[src/rtl/pwm_capture.sv]
// PWM period / high-time meter: synchronizes a possibly asynchronous PWM bit,
// counts cycles between rising edges and flags a stuck input on timeout.
module pwm_capture #(
  parameter int CNT_WIDTH   = 16,
  parameter int SYNC_STAGES = 2,
  parameter int TIMEOUT     = (2 ** CNT_WIDTH) - 1
) (
  input  logic                 clk,
  input  logic                 rst_n,
  input  logic                 en,
  input  logic                 pwm_in,
  output logic [CNT_WIDTH-1:0] meas_period,
  output logic [CNT_WIDTH-1:0] meas_high,
  output logic                 meas_valid,
  output logic                 stuck,
  output logic                 stuck_level
);

  typedef enum logic [1:0] {
    ST_IDLE,
    ST_HIGH,
    ST_LOW,
    ST_STUCK
  } state_t;

  localparam logic [CNT_WIDTH-1:0] LP_TIMEOUT = CNT_WIDTH'(TIMEOUT);
  localparam logic [CNT_WIDTH-1:0] LP_ONE     = CNT_WIDTH'(1);

  state_t                 r_state;
  logic [SYNC_STAGES-1:0] r_sync;
  logic                   r_s_d;
  logic [CNT_WIDTH-1:0]   r_pc;
  logic [CNT_WIDTH-1:0]   r_hc;

  logic w_s;
  logic w_rise;
  logic w_fall;
  logic w_timeout;

  assign w_s       = r_sync[SYNC_STAGES-1];
  assign w_rise    = w_s & ~r_s_d;
  assign w_fall    = ~w_s & r_s_d;
  assign w_timeout = (r_pc == LP_TIMEOUT) & ~w_rise;

  // The synchronizer and edge history run regardless of en, so a level that is
  // already high when measurement is enabled is not mistaken for an edge.
  always_ff @(posedge clk or negedge rst_n) begin
    if (!rst_n) begin
      r_sync <= '0;
      r_s_d  <= 1'b0;
    end else begin
      for (int i = SYNC_STAGES - 1; i > 0; i--) begin
        r_sync[i] <= r_sync[i-1];
      end
      r_sync[0] <= pwm_in;
      r_s_d     <= w_s;
    end
  end

  always_ff @(posedge clk or negedge rst_n) begin
    if (!rst_n) begin
      r_state     <= ST_IDLE;
      r_pc        <= '0;
      r_hc        <= '0;
      meas_period <= '0;
      meas_high   <= '0;
      meas_valid  <= 1'b0;
      stuck       <= 1'b0;
      stuck_level <= 1'b0;
    end else begin
      // NOTE: non-blocking default; a later assignment in this block overrides it,
      // which turns meas_valid into a one-cycle strobe without extra logic.
      meas_valid <= 1'b0;
      if (!en) begin
        r_state <= ST_IDLE;
        r_pc    <= '0;
        r_hc    <= '0;
        stuck   <= 1'b0;
      end else begin
        case (r_state)
          ST_IDLE: begin
            // The first partial period is discarded: start counting, report nothing.
            if (w_rise) begin
              r_pc    <= LP_ONE;
              r_hc    <= LP_ONE;
              r_state <= ST_HIGH;
            end
          end
          ST_HIGH: begin
            if (w_timeout) begin
              stuck       <= 1'b1;
              stuck_level <= w_s;
              r_state     <= ST_STUCK;
            end else if (w_fall) begin
              r_pc    <= r_pc + LP_ONE;
              r_state <= ST_LOW;
            end else if (w_s) begin
              r_pc <= r_pc + LP_ONE;
              r_hc <= r_hc + LP_ONE;
            end
          end
          ST_LOW: begin
            if (w_rise) begin
              meas_period <= r_pc;
              meas_high   <= r_hc;
              meas_valid  <= 1'b1;
              r_pc        <= LP_ONE;
              r_hc        <= LP_ONE;
              r_state     <= ST_HIGH;
            end else if (w_timeout) begin
              stuck       <= 1'b1;
              stuck_level <= w_s;
              r_state     <= ST_STUCK;
            end else begin
              r_pc <= r_pc + LP_ONE;
            end
          end
          ST_STUCK: begin
            if (w_rise) begin
              stuck   <= 1'b0;
              r_pc    <= LP_ONE;
              r_hc    <= LP_ONE;
              r_state <= ST_HIGH;
            end
          end
          default: r_state <= ST_IDLE;
        endcase
      end
    end
  end

endmodule

[config.mk]
export PLATFORM = sky130hd
export DESIGN_NAME = pwm_capture
export DESIGN_NICKNAME = d
export VERILOG_FILES = /design/src/rtl/pwm_capture.sv
export SDC_FILE = /design/constraint.sdc
export NUM_CORES = 1
export LEC_CHECK = 0
export CAP_MARGIN = 20
export CORE_ASPECT_RATIO = 0.9
export CORE_MARGIN = 8
export CORE_UTILIZATION = 40
export DETAILED_ROUTE_END_ITERATION = 8
export PLACE_DENSITY = 0.69
export SYNTH_ARGS = -nofsm -noshare
export SYNTH_HDL_FRONTEND = slang
export SYNTH_SLANG_ARGS = --single-unit
[constraint.sdc]
create_clock -name clk -period 6.23 [get_ports clk]
set_clock_uncertainty 0.1 [all_clocks]
set_input_delay 1.246 -clock clk [delete_from_list [all_inputs] [get_ports clk]]
set_output_delay 1.246 -clock clk [all_outputs]
set_load 0.05 [all_outputs]
# Word-level counts from Yosys, hierarchy flattened
# Index checks and enable logic that the tools add are counted.
totals:
  word_cells: 76
  latchBits: 0
  in_bits: 4
  mem_count: 0
  output_inout_bits: 35
  ram_bits: 0
  mem_bits_ro: 0
  reg_bits: 72
classes:
  multipliers: 0
  n_eq_ne: 17
  div_mod_pow: 0
  bitwise_logic: 6
  reduce_logical: 10
  n_shift: 0
  n_mux: 31
  add_sub_neg: 2
  order_cmp: 0
ops:
  columns: ["operator", "count"]
  rows:
  - ["$mux W16", 11]
  - ["$pmux W16 S3", 1]
  - ["$add A16 B1 Y16 const B", 2]
  - ["$pmux W16 S2", 1]
  - ["$eq A16 B16 Y1 const B", 1]
  - ["$ne A4 B4 Y1 const B", 4]
  - ["$ne A3 B3 Y1 const B", 5]
  - ["$mux W2", 6]
  - ["$reduce_and A3 Y1", 4]
  - ["$mux W1", 9]
  - ["$reduce_and A4 Y1", 2]
  - ["$ne A3 B2 Y1 const B", 2]
  - ["$pmux W2 S3", 1]
  - ["$eq A2 B2 Y1 const B", 2]
  - ["$ne A4 B1 Y1 const B", 1]
  - ["$and A1 B1 Y1", 3]
  - ["$not A1 Y1", 3]
  - ["$pmux W1 S3", 1]
  - ["$reduce_or A3 Y1", 1]
  - ["$eq A2 B1 Y1 const B", 1]
  - ["$logic_not A2 Y1", 1]
  - ["$ne A2 B2 Y1 const B", 1]
  - ["$pmux W1 S2", 1]
  - ["$reduce_bool A2 Y1", 1]
  - ["$reduce_or A2 Y1", 1]

# Depth between registers and ports, before layout
# Gate-level depths: netlist of the first run.
logic_depth:
  word_depth: 8
  mapped_depth: 9
  depth_no_buf: 7

# Least setup slack after synthesis of the first run
# Ideal clock, no wire load.
synth_path:
  path_type: "in2reg"
  start: "input en"
  end: "register r_pc[0]"
  setup_ns: 0.125
  cell_stages: 5
  arrival_ns: 2.420
  t_required_ns: 6.005
  slack_ns: 3.585
  n_path_buf: 0
  cell_sequence: "inv_2 or3_1 nor4_4 or2_2 mux2_2"
synth_between:
  elab_chain_len: 2
  word_cells_on_any_way: 6
  cone_classes: "eq/ne (4); mux (1); reduce/logical (1)"
synth_lines:
  columns: ["element", "line", "rtl"]
  rows:
  - ["start, declared", "10", "input logic en,"]
  - ["$ne A4 B4 Y1 (no source line) (tied with other cells)", null, null]
  - ["$reduce_and A4 Y1 (no source line)", null, null]
  - ["end signal, assigned", "95", "r_pc <= r_pc + LP_ONE;"]
  - ["end signal, assigned", "98", "r_pc <= r_pc + LP_ONE;"]
  - ["end signal, assigned", "115", "r_pc <= r_pc + LP_ONE;"]
  - ["end, declared", "32", "logic [CNT_WIDTH-1:0] r_pc;"]
# Parallel ways exist; a longest one is shown, timed or not.
# A chain may end at the register's enable or synchronous reset.

# Worst setup path in the final report of the first run
# Ends and elaborated chain as after synthesis.

==> impl_metrics.py, run 1 <==
metrics = {
    "routing": {
        "drcViolationCount": 0,
        "drt_iter0_drc": 172,
        "vias_per_cell": 5.47,
        "dr.pass1.iters": 5,
        "wl_per_cell_um": 15.2,
        "drt-total-wl_mm": 8.40,
        "drtAntennaViolNets": 0,
        "vias": 3026,
    },
    "synth": {
        "synth_cell_type_count": 46,
        "ys_top_cells_by_area": "dfrtp_1, nand2_1, o31ai_1, o21ai_0, nand3_1",
        "ys_ff_latch": 72,
        "synth_top_cell_area_share": 0.498,
        "syn_nets": 410,
        "synth_top_flop_cell": "dfrtp_1",
        "yosys_warnings": 0,
        "yosysSeqAreaShare": 0.498,
        "netlist_instances": 400,
        "synth_area_um2": 3620,
        "async_flop_share": 1.00,
        "syn_avg_cell_area_um2": 9.05,
        "synth-edff-count": 0,
        "synth_top_area_cell": "dfrtp_1",
    },
    "floorplanning": {
        "io_pins": 39,
        "dieArea_um2": 12400,
        "floorplan.initialDensity": 0.404,
        "rows": 33,
        "dieWidth_um": 116,
        "fp.coreArea_um2": 8960,
        "die_h_um": 106,
    },
    "sta": {
        "fin_crit_sh": 0.623,
        "tightest_slew_ps": 1170,
        "rsz0062_at_grt": "false",
        "final.setup.tns_ps": 0,
        "fmax_mhz": 258,
        "finalCriticalPeriod_ps": 3880,
        "drv_slew": 0,
        "setup_viol": 0,
        "finalHoldViolCount": 0,
        "slew_headroom": 0.218,
    },
    "hold_path": {
        "min_path_cells": 0,
        "hold_class": "reg -> reg",
        "hp-start": "r_sync[0]$_DFF_PN0_",
    },
    "cts": {
        "cts_tree": "done",
        "cts.sinks": 72,
        "insertion_delay_ps": 340,
        "postCtsSetupBuffers": 0,
        "cts_buffer_depth": 2,
        "ctsResizeCount": 0,
        "htree_levels": 3,
        "cts_hold_buf": 0,
        "cts_buffers": 9,
        "path_clk_slew_ps": 80,
        "cts_root_buf": "clkbuf_8",
    },
    "critical_path": {
        "r2r-start": "r_pc[0]$_DFFE_PN0P_",
        "cp.arrival_ps": 4010,
        "crit_path_max_fanout": 19,
        "rr_endpoint": "r_pc[0]$_DFFE_PN0P_",
        "critical_path_class": "in -> reg",
        "crit_start": "en",
        "required_ps": 6360,
        "crit_path_end": "r_pc[0]$_DFFE_PN0P_",
        "worstSetupEndpointType": "flip-flop",
        "startpoint_type": "primary input",
        "rrSetupSlack_ps": 3300,
        "worst-r2r-cell-count": 6,
    },
    "cells_and_area": {
        "n_fill_cell": 872,
        "antenna_cells": 0,
        "fin_nets": 436,
        "seq_area_um2": 1800,
        "syn2layout_area_growth_pct": 17.7,
        "multi_input_area_um2": 1680,
        "drive_gt1_frac": 0.0858,
        "layoutNonFillerInstCount": 553,
    },
    "job": {
        "cap_violations": 0,
    },
    "power_and_ir_drop": {
        "power_density_nw_per_um2": 287,
        "p_leak_nw": 1.89,
        "peakVddDrop_v": 0.000204,
    },
    "placed_design": {
        "place.port_buffers": 38,
        "dp_hpwl_mm": 5.55,
        "dp_cells": 537,
        "gp_congestion": 0.836,
    },
    "grt": {
        "grt_pass1_wl_mm": 14.2,
        "grt_util_all_layers": 0.142,
        "antenna_found_initial": 0,
        "grt_pass1_vias": 2928,
        "grt_max_degree": 73,
        "gr-total-overflow": 0,
    },
    "outcome": {
        "status": "complete, no violations",
    },
}
[sequential cells by signal, indices dropped and copies added (netlist names)]
name         cells
meas_high       16
r_hc            16
meas_period     16
r_state          2
stuck_level      1
meas_valid       1
r_s_d            1
stuck            1
r_pc            16
r_sync           2
[report_power, final]
group / total, mW / internal [mW] / switching, mW
clock: 0.378 / 0.196 / 0.182
sequential: 0.516 / 0.491 / 0.0245
combinational: 0.329 / 0.105 / 0.224
[cell usage after synthesis (all sizes together) (4+ instances only)]
cell type,n
a211oi,6
a21oi,14
a31oi,4
and3,4
buf,5
clkbuf,20
dfrtp,72
ha,6
inv,9
nand2,113
nand2b,7
nand3,16
nand4,7
nor2,12
nor3,12
nor4,6
o21ai,24
o31ai,23
o32ai,5
o41ai,7
or3,4
[cell families after synthesis]
logic type      synth area share
simple gates               0.250
compound gates             0.184
flops                      0.498
buf+inv                   0.0387
fa+ha+maj                 0.0207
mux                      0.00933
[cell usage in the layout (no fill, tap or decap), types with 2 or more instances in the layout]
| cell | instances |
|---|---|
| clkinvlp_4 | 3 |
| nand4_2 | 2 |
| a211oi_1 | 6 |
| o21ai_0 | 24 |
| nand2_1 | 113 |
| nand4_1 | 5 |
| and3_1 | 4 |
| mux2_2 | 3 |
| nor3b_1 | 2 |
| buf_4 | 2 |
| or3_1 | 4 |
| nor4_1 | 4 |
| nor2b_1 | 3 |
| clkbuf_8 | 10 |
| a31oi_1 | 4 |
| a311oi_1 | 2 |
| nand2b_1 | 6 |
| nor2_1 | 12 |
| o41ai_2 | 2 |
| ha_1 | 6 |
| o31ai_2 | 3 |
| nor3_1 | 12 |
| or2_2 | 2 |
| and2_1 | 2 |
| a21oi_1 | 13 |
| o32ai_1 | 5 |
| inv_1 | 8 |
| o41ai_1 | 5 |
| dfrtp_1 | 72 |
| nand3_1 | 16 |
| clkdlybuf4s50_1 | 37 |
| o31ai_1 | 20 |
[through the flow]
stage | util | area (µm²) | power [mW] | hold slack, ps | worst slack (ps)
after floorplan | - | 3620 | 0.769 | 231 | 3580
after global placement | 0.453 | 4060 | 0.840 | 234 | 2120
after detailed placement | 0.453 | 4060 | 0.850 | 237 | 2040
after CTS | 0.476 | 4260 | 1.23 | 254 | 2410
after global routing | 0.476 | 4260 | 1.29 | 258 | 2190
final | 0.476 | 4260 | 1.22 | 250 | 2350
[critical path: stages]
cell and delay (ps):
clkdlybuf4s50_1 780, inv_2 270, or3_1 470, nor4_4 640, or2_2 260, mux2_2 330
[layer usage]
metal | track usage | up-vias | share of wire
li1 | - | 1482 | -
met1 | 0.190 | 1433 | 0.48
met2 | 0.216 | 98 | 0.44
met3 | 0.0340 | 13 | 0.067
met4 | 0.0546 | 0 | 0.016
met5 | 0 | - | 0
[area by class of cell]
| cell class | instances | area share |
|---|---|---|
| Sequential cell | 72 | 0.423 |
| Clock inverter | 6 | 0.0156 |
| Multi-Input combinational cell | 294 | 0.394 |
| Clock buffer | 10 | 0.0323 |
| Tap cell | 122 | 0.0358 |
| Timing Repair Buffer | 40 | 0.0916 |
| Inverter | 9 | 0.00793 |
[worst min path at each step]
| stage | endpoint | slack (ps) |
|---|---|---|
| after global routing | r_sync[1]$_DFF_PN0_ | 260 |
| after floorplan | r_sync[1]$_DFF_PN0_ | 230 |
| after global placement | r_sync[1]$_DFF_PN0_ | 230 |
| after detailed placement | r_sync[1]$_DFF_PN0_ | 240 |
| after CTS | r_sync[1]$_DFF_PN0_ | 250 |
| final | r_sync[1]$_DFF_PN0_ | 250 |
Power figures use the tool's default switching activity.
==> inputs of run 2 (changes only) <==
==> constraint.sdc (replaced) <==
create_clock -name clk -period 3.8 [get_ports clk]
set_clock_uncertainty 0.1 [all_clocks]
set_input_delay 0.76 -clock clk [delete_from_list [all_inputs] [get_ports clk]]
set_output_delay 0.76 -clock clk [all_outputs]
set_load 0.05 [all_outputs]
==> impl_metrics.py, run 2 (synthesis results as in run 1) <==
metrics = {
    "critical_path": {
        "rrSetupSlack_ps": 1200,
        "rr_endpoint": "r_pc[0]$_DFFE_PN0P_",
        "cp.arrival_ps": 3000,
        "worst-r2r-cell-count": 7,
        "required_ps": 3930,
        "r2r-start": "r_state[1]$_DFFE_PN0P_",
        "worstSetupEndpointType": "flip-flop",
        "crit_path_max_fanout": 19,
        "critical_path_class": "in -> reg",
        "startpoint_type": "primary input",
    },
    "cts": {
        "cts_buffers": 9,
        "ctsResizeCount": 0,
        "htree_levels": 3,
        "cts_hold_buf": 0,
        "cts.sinks": 72,
        "path_clk_slew_ps": 80,
        "cts_tree": "done",
        "cts_buffer_depth": 2,
        "cts_root_buf": "clkbuf_8",
        "postCtsSetupBuffers": 0,
        "insertion_delay_ps": 350,
    },
    "placed_design": {
        "place.port_buffers": 38,
        "gp_congestion": 0.838,
        "dp_hpwl_mm": 5.66,
        "place_ws_ps": 584,
        "dp_cells": 538,
    },
    "cells_and_area": {
        "fin_nets": 438,
        "syn2layout_area_growth_pct": 17.9,
        "layout_commonest_cell": "nand2_1",
        "layout_common_cells": "nand2_1, dfrtp_1, clkdlybuf4s50_1",
        "n_fill_cell": 867,
        "layoutNonFillerInstCount": 554,
        "drive_gt1_frac": 0.0880,
        "antenna_cells": 0,
    },
    "grt": {
        "antenna_found_initial": 0,
        "grt_util_all_layers": 0.144,
        "grt_pass1_wl_mm": 14.3,
        "gr-total-overflow": 0,
        "grt_max_degree": 73,
        "grt_pass1_vias": 3013,
    },
    "floorplanning": {
        "rows": 33,
        "floorplan.initialDensity": 0.404,
        "die_h_um": 106,
        "dieWidth_um": 116,
        "dieArea_um2": 12400,
        "fp.coreArea_um2": 8960,
        "io_pins": 39,
    },
    "power_and_ir_drop": {
        "p_leak_nw": 1.90,
        "peakVddDrop_v": 0.000226,
        "power_density_nw_per_um2": 469,
    },
    "job": {
        "cap_violations": 0,
    },
    "sta": {
        "timing.final.ws_setup_ps": 932,
        "fmax_mhz": 349,
        "tightest_slew_ps": 942,
        "rsz0062_at_grt": "false",
        "setup_viol": 0,
        "slew_headroom": 0.371,
        "fin_crit_sh": 0.755,
        "finalHoldViolCount": 0,
        "finalCriticalPeriod_ps": 2870,
        "drv_slew": 0,
        "final.setup.tns_ps": 0,
    },
    "routing": {
        "vias": 3062,
        "wl_per_cell_um": 15.3,
        "drt_iter0_drc": 139,
        "dr.pass1.iters": 4,
        "vias_per_cell": 5.53,
        "drt-total-wl_mm": 8.50,
        "drcViolationCount": 0,
        "drtAntennaViolNets": 0,
    },
    "hold_path": {
        "min_path_cells": 0,
        "hold_class": "reg -> reg",
        "min_to": "r_sync[1]$_DFF_PN0_",
        "hp-start": "r_sync[0]$_DFF_PN0_",
    },
    "outcome": {
        "status": "complete, no violations",
    },
}
run 2: area by class of cell:
cell class	instances	area, µm²	area share
clock buffer	10	138	0.0322
clock inverter	5	57.6	0.0135
inverter	9	33.8	0.00792
multi-input combinational	294	1680	0.393
sequential	72	1800	0.422
tap	122	153	0.0358
timing repair buffer	42	405	0.0950
run 2: worst max path at each step:
stage | start | endpoint | slack [ps] | cells past startpoint
2_1_floorplan | en | r_pc[0]$_DFFE_PN0P_ | 1640 | 5
3_5_place_dp | en | r_pc[0]$_DFFE_PN0P_ | 580 | 6
3_3_place_gp | en | r_pc[0]$_DFFE_PN0P_ | 690 | 6
6_report | en | r_pc[9]$_DFFE_PN0P_ | 930 | 4
4_1_cts | en | r_pc[0]$_DFFE_PN0P_ | 950 | 6
5_1_grt | en | r_pc[0]$_DFFE_PN0P_ | 830 | 6
run 2: power breakdown:
group	internal (mW)	switching, mW
logic	0.180	0.366
clock network	0.316	0.292
registers	0.806	0.0431
total	1.30	0.701
run 2: routing by layer:
layer | vias to the layer above | global-route usage | share of wire
met4 | 0 | 0.0731 | 0.024
met3 | 15 | 0.0380 | 0.071
met5 | - | 0 | 0
li1 | 1485 | - | -
met1 | 1471 | 0.189 | 0.47
met2 | 91 | 0.214 | 0.44
run 2: per-stage QoR:
step / util / cell area, µm² / power (mW) / hold WS [ps]
after detailed placement: 0.454 / 4070 / 1.39 / 236
after CTS: 0.475 / 4260 / 2.00 / 253
after global routing: 0.476 / 4270 / 2.11 / 261
final: 0.476 / 4270 / 2.00 / 250
after floorplan: - / 3620 / 1.26 / 231
after global placement: 0.454 / 4070 / 1.38 / 233
run 2: critical path, cell delays in order:
cell             delay [ps]
clkdlybuf4s50_1         800
inv_2                   280
or4_4                   720
o41ai_1                 430
==> inputs of run 3 (changes only) <==
==> constraint.sdc (replaced) <==
create_clock -name clk -period 2.7 [get_ports clk]
set_clock_uncertainty 0.1 [all_clocks]
set_input_delay 0.54 -clock clk [delete_from_list [all_inputs] [get_ports clk]]
set_output_delay 0.54 -clock clk [all_outputs]
set_load 0.05 [all_outputs]
==> impl_metrics.py, run 3 (synthesis results as in run 1) <==
metrics = {
    "floorplanning": {
        "die_h_um": 106,
        "rows": 33,
        "io_pins": 39,
        "dieWidth_um": 116,
        "floorplan.initialDensity": 0.404,
        "dieArea_um2": 12400,
        "fp.coreArea_um2": 8960,
    },
    "critical_path": {
        "crit_path_max_fanout": 14,
        "cp.arrival_ps": 2630,
        "startpoint_type": "flip-flop",
        "rr_endpoint": "r_hc[13]$_DFFE_PN0P_",
        "crit_path_cell_trace": "ha_1 -> and3_1 -> nand3_1 -> nor3_1 -> a211o_1 -> o21ai_0",
        "worstSetupEndpointType": "flip-flop",
        "required_ps": 2800,
        "critPathMaxStageDelay_ps": 530,
        "critical_path_class": "reg -> reg",
        "r2r-start": "r_pc[1]$_DFFE_PN0P_",
        "cpMaxStageDelayCell": "a211o_1",
        "worst-r2r-cell-count": 6,
        "rrSetupSlack_ps": 170,
    },
    "cts": {
        "cts.sinks": 72,
        "cts_hold_buf": 0,
        "path_clk_slew_ps": 80,
        "ctsResizeCount": 0,
        "cts_buffer_depth": 2,
        "cts_tree": "done",
        "cts_buffers": 9,
        "insertion_delay_ps": 340,
        "postCtsSetupBuffers": 0,
        "cts_root_buf": "clkbuf_8",
        "htree_levels": 3,
    },
    "grt": {
        "gr-total-overflow": 0,
        "grt_pass1_wl_mm": 14.9,
        "grt_max_degree": 48,
        "grt_pass1_vias": 3055,
        "antenna_found_initial": 0,
        "grt_util_all_layers": 0.148,
    },
    "routing": {
        "dr.pass1.iters": 5,
        "drt-total-wl_mm": 8.52,
        "drcViolationCount": 0,
        "vias_per_cell": 5.47,
        "drtAntennaViolNets": 0,
        "wl_per_cell_um": 15.1,
        "vias": 3093,
        "drt_iter0_drc": 204,
    },
    "power_and_ir_drop": {
        "total_power_mw": 2.94,
        "peakVddDrop_v": 0.000312,
        "p_clk_frac": 0.318,
        "p_int_mw": 1.94,
        "seqPwrFrac": 0.403,
        "p_switching_uw": 999,
        "p_leak_nw": 1.97,
        "p_sw_frac": 0.340,
        "power_density_nw_per_um2": 672,
        "power_frac_comb": 0.280,
    },
    "sta": {
        "finalHoldViolCount": 0,
        "finalCriticalPeriod_ps": 2530,
        "rsz0062_at_grt": "false",
        "drv_slew": 0,
        "tightest_slew_ps": 614,
        "slew_headroom": 0.587,
        "final.setup.tns_ps": 0,
        "finalHoldWorstSlack_ps": 107,
        "setup_viol": 0,
        "fmax_mhz": 395,
        "fin_crit_sh": 0.937,
    },
    "cells_and_area": {
        "stdcell_area_um2": 4370,
        "fin_nets": 448,
        "antenna_cells": 0,
        "syn2layout_area_growth_pct": 20.7,
        "drive_gt1_frac": 0.108,
        "layout_common_cells": "nand2_1, dfrtp_1, clkdlybuf4s50_1",
        "multi_input_area_um2": 1680,
        "seq_area_um2": 1800,
        "n_fill_cell": 875,
        "layoutNonFillerInstCount": 565,
        "layout_commonest_cell": "nand2_1",
    },
    "placed_design": {
        "gp_congestion": 0.916,
        "dp_cells": 549,
        "place.port_buffers": 38,
        "dp_hpwl_mm": 5.89,
        "place_area_um2": 4160,
    },
    "hold_path": {
        "hold_class": "in -> async",
    },
    "outcome": {
        "status": "complete, no violations",
    },
    "job": {
        "cap_violations": 0,
    },
}
-- run 3: cell types whose count changed in the layout (fill, tap and decap cells not counted), sizes merged --
cell | before | now
buf | 5 | 15
bufinv | 1 | 2
clkinv | 1 | 4
clkinvlp | 3 | 0
-- run 3: metrics by stage --
step,utilization,setup slack [ps]
after detailed placement,0.464,144
after floorplan,-,553
after CTS,0.488,278
final,0.488,171
after global placement,0.464,200
after global routing,0.488,71.1
-- run 3: area by class of cell --
cell class	count	share of cell area
Timing Repair Buffer	52	0.113
Multi-Input combinational cell	294	0.384
Tap cell	122	0.0349
Clock buffer	10	0.0292
Clock inverter	6	0.0192
Inverter	9	0.00773
Sequential cell	72	0.412
-- run 3: how the worst max path moves through the flow --
stage | startpoint | endpoint | slack, ps | cells past startpoint
2_1_floorplan | r_state[0]$_DFFE_PN0P_ | r_pc[10]$_DFFE_PN0P_ | 550 | 7
3_3_place_gp | en | r_pc[0]$_DFFE_PN0P_ | 200 | 6
3_5_place_dp | en | r_pc[0]$_DFFE_PN0P_ | 140 | 6
4_1_cts | r_pc[1]$_DFFE_PN0P_ | r_pc[8]$_DFFE_PN0P_ | 280 | 6
5_1_grt | r_pc[1]$_DFFE_PN0P_ | r_hc[5]$_DFFE_PN0P_ | 70 | 6
6_report | r_pc[1]$_DFFE_PN0P_ | r_hc[13]$_DFFE_PN0P_ | 170 | 6
-- run 3: per-layer routing --
| layer | vias to the layer above | global-route usage | share of wire |
|---|---|---|---|
| met5 | - | 0 | 0 |
| met4 | 0 | 0.0638 | 0.021 |
| met3 | 14 | 0.0351 | 0.057 |
| met2 | 79 | 0.218 | 0.43 |
| met1 | 1492 | 0.202 | 0.49 |
| li1 | 1508 | - | - |
-- run 3: worst max-delay path, delay by kind of cell, from the launching register on --
kind | cells | cell delay (ps)
fa+ha+maj | 1 | 250
compound gates | 2 | 700
simple gates | 3 | 890
flops | 1 | 450
-- run 3: power groups by stage --
stage | clock, mW | combinational (mW) | sequential (mW)
floorplan | 0 | 0.493 | 1.28
global placement | 0 | 0.795 | 1.20
detailed placement | 0 | 0.815 | 1.20
CTS | 0.947 | 0.820 | 1.18
global route | 0.997 | 0.906 | 1.19
finish | 0.933 | 0.821 | 1.18
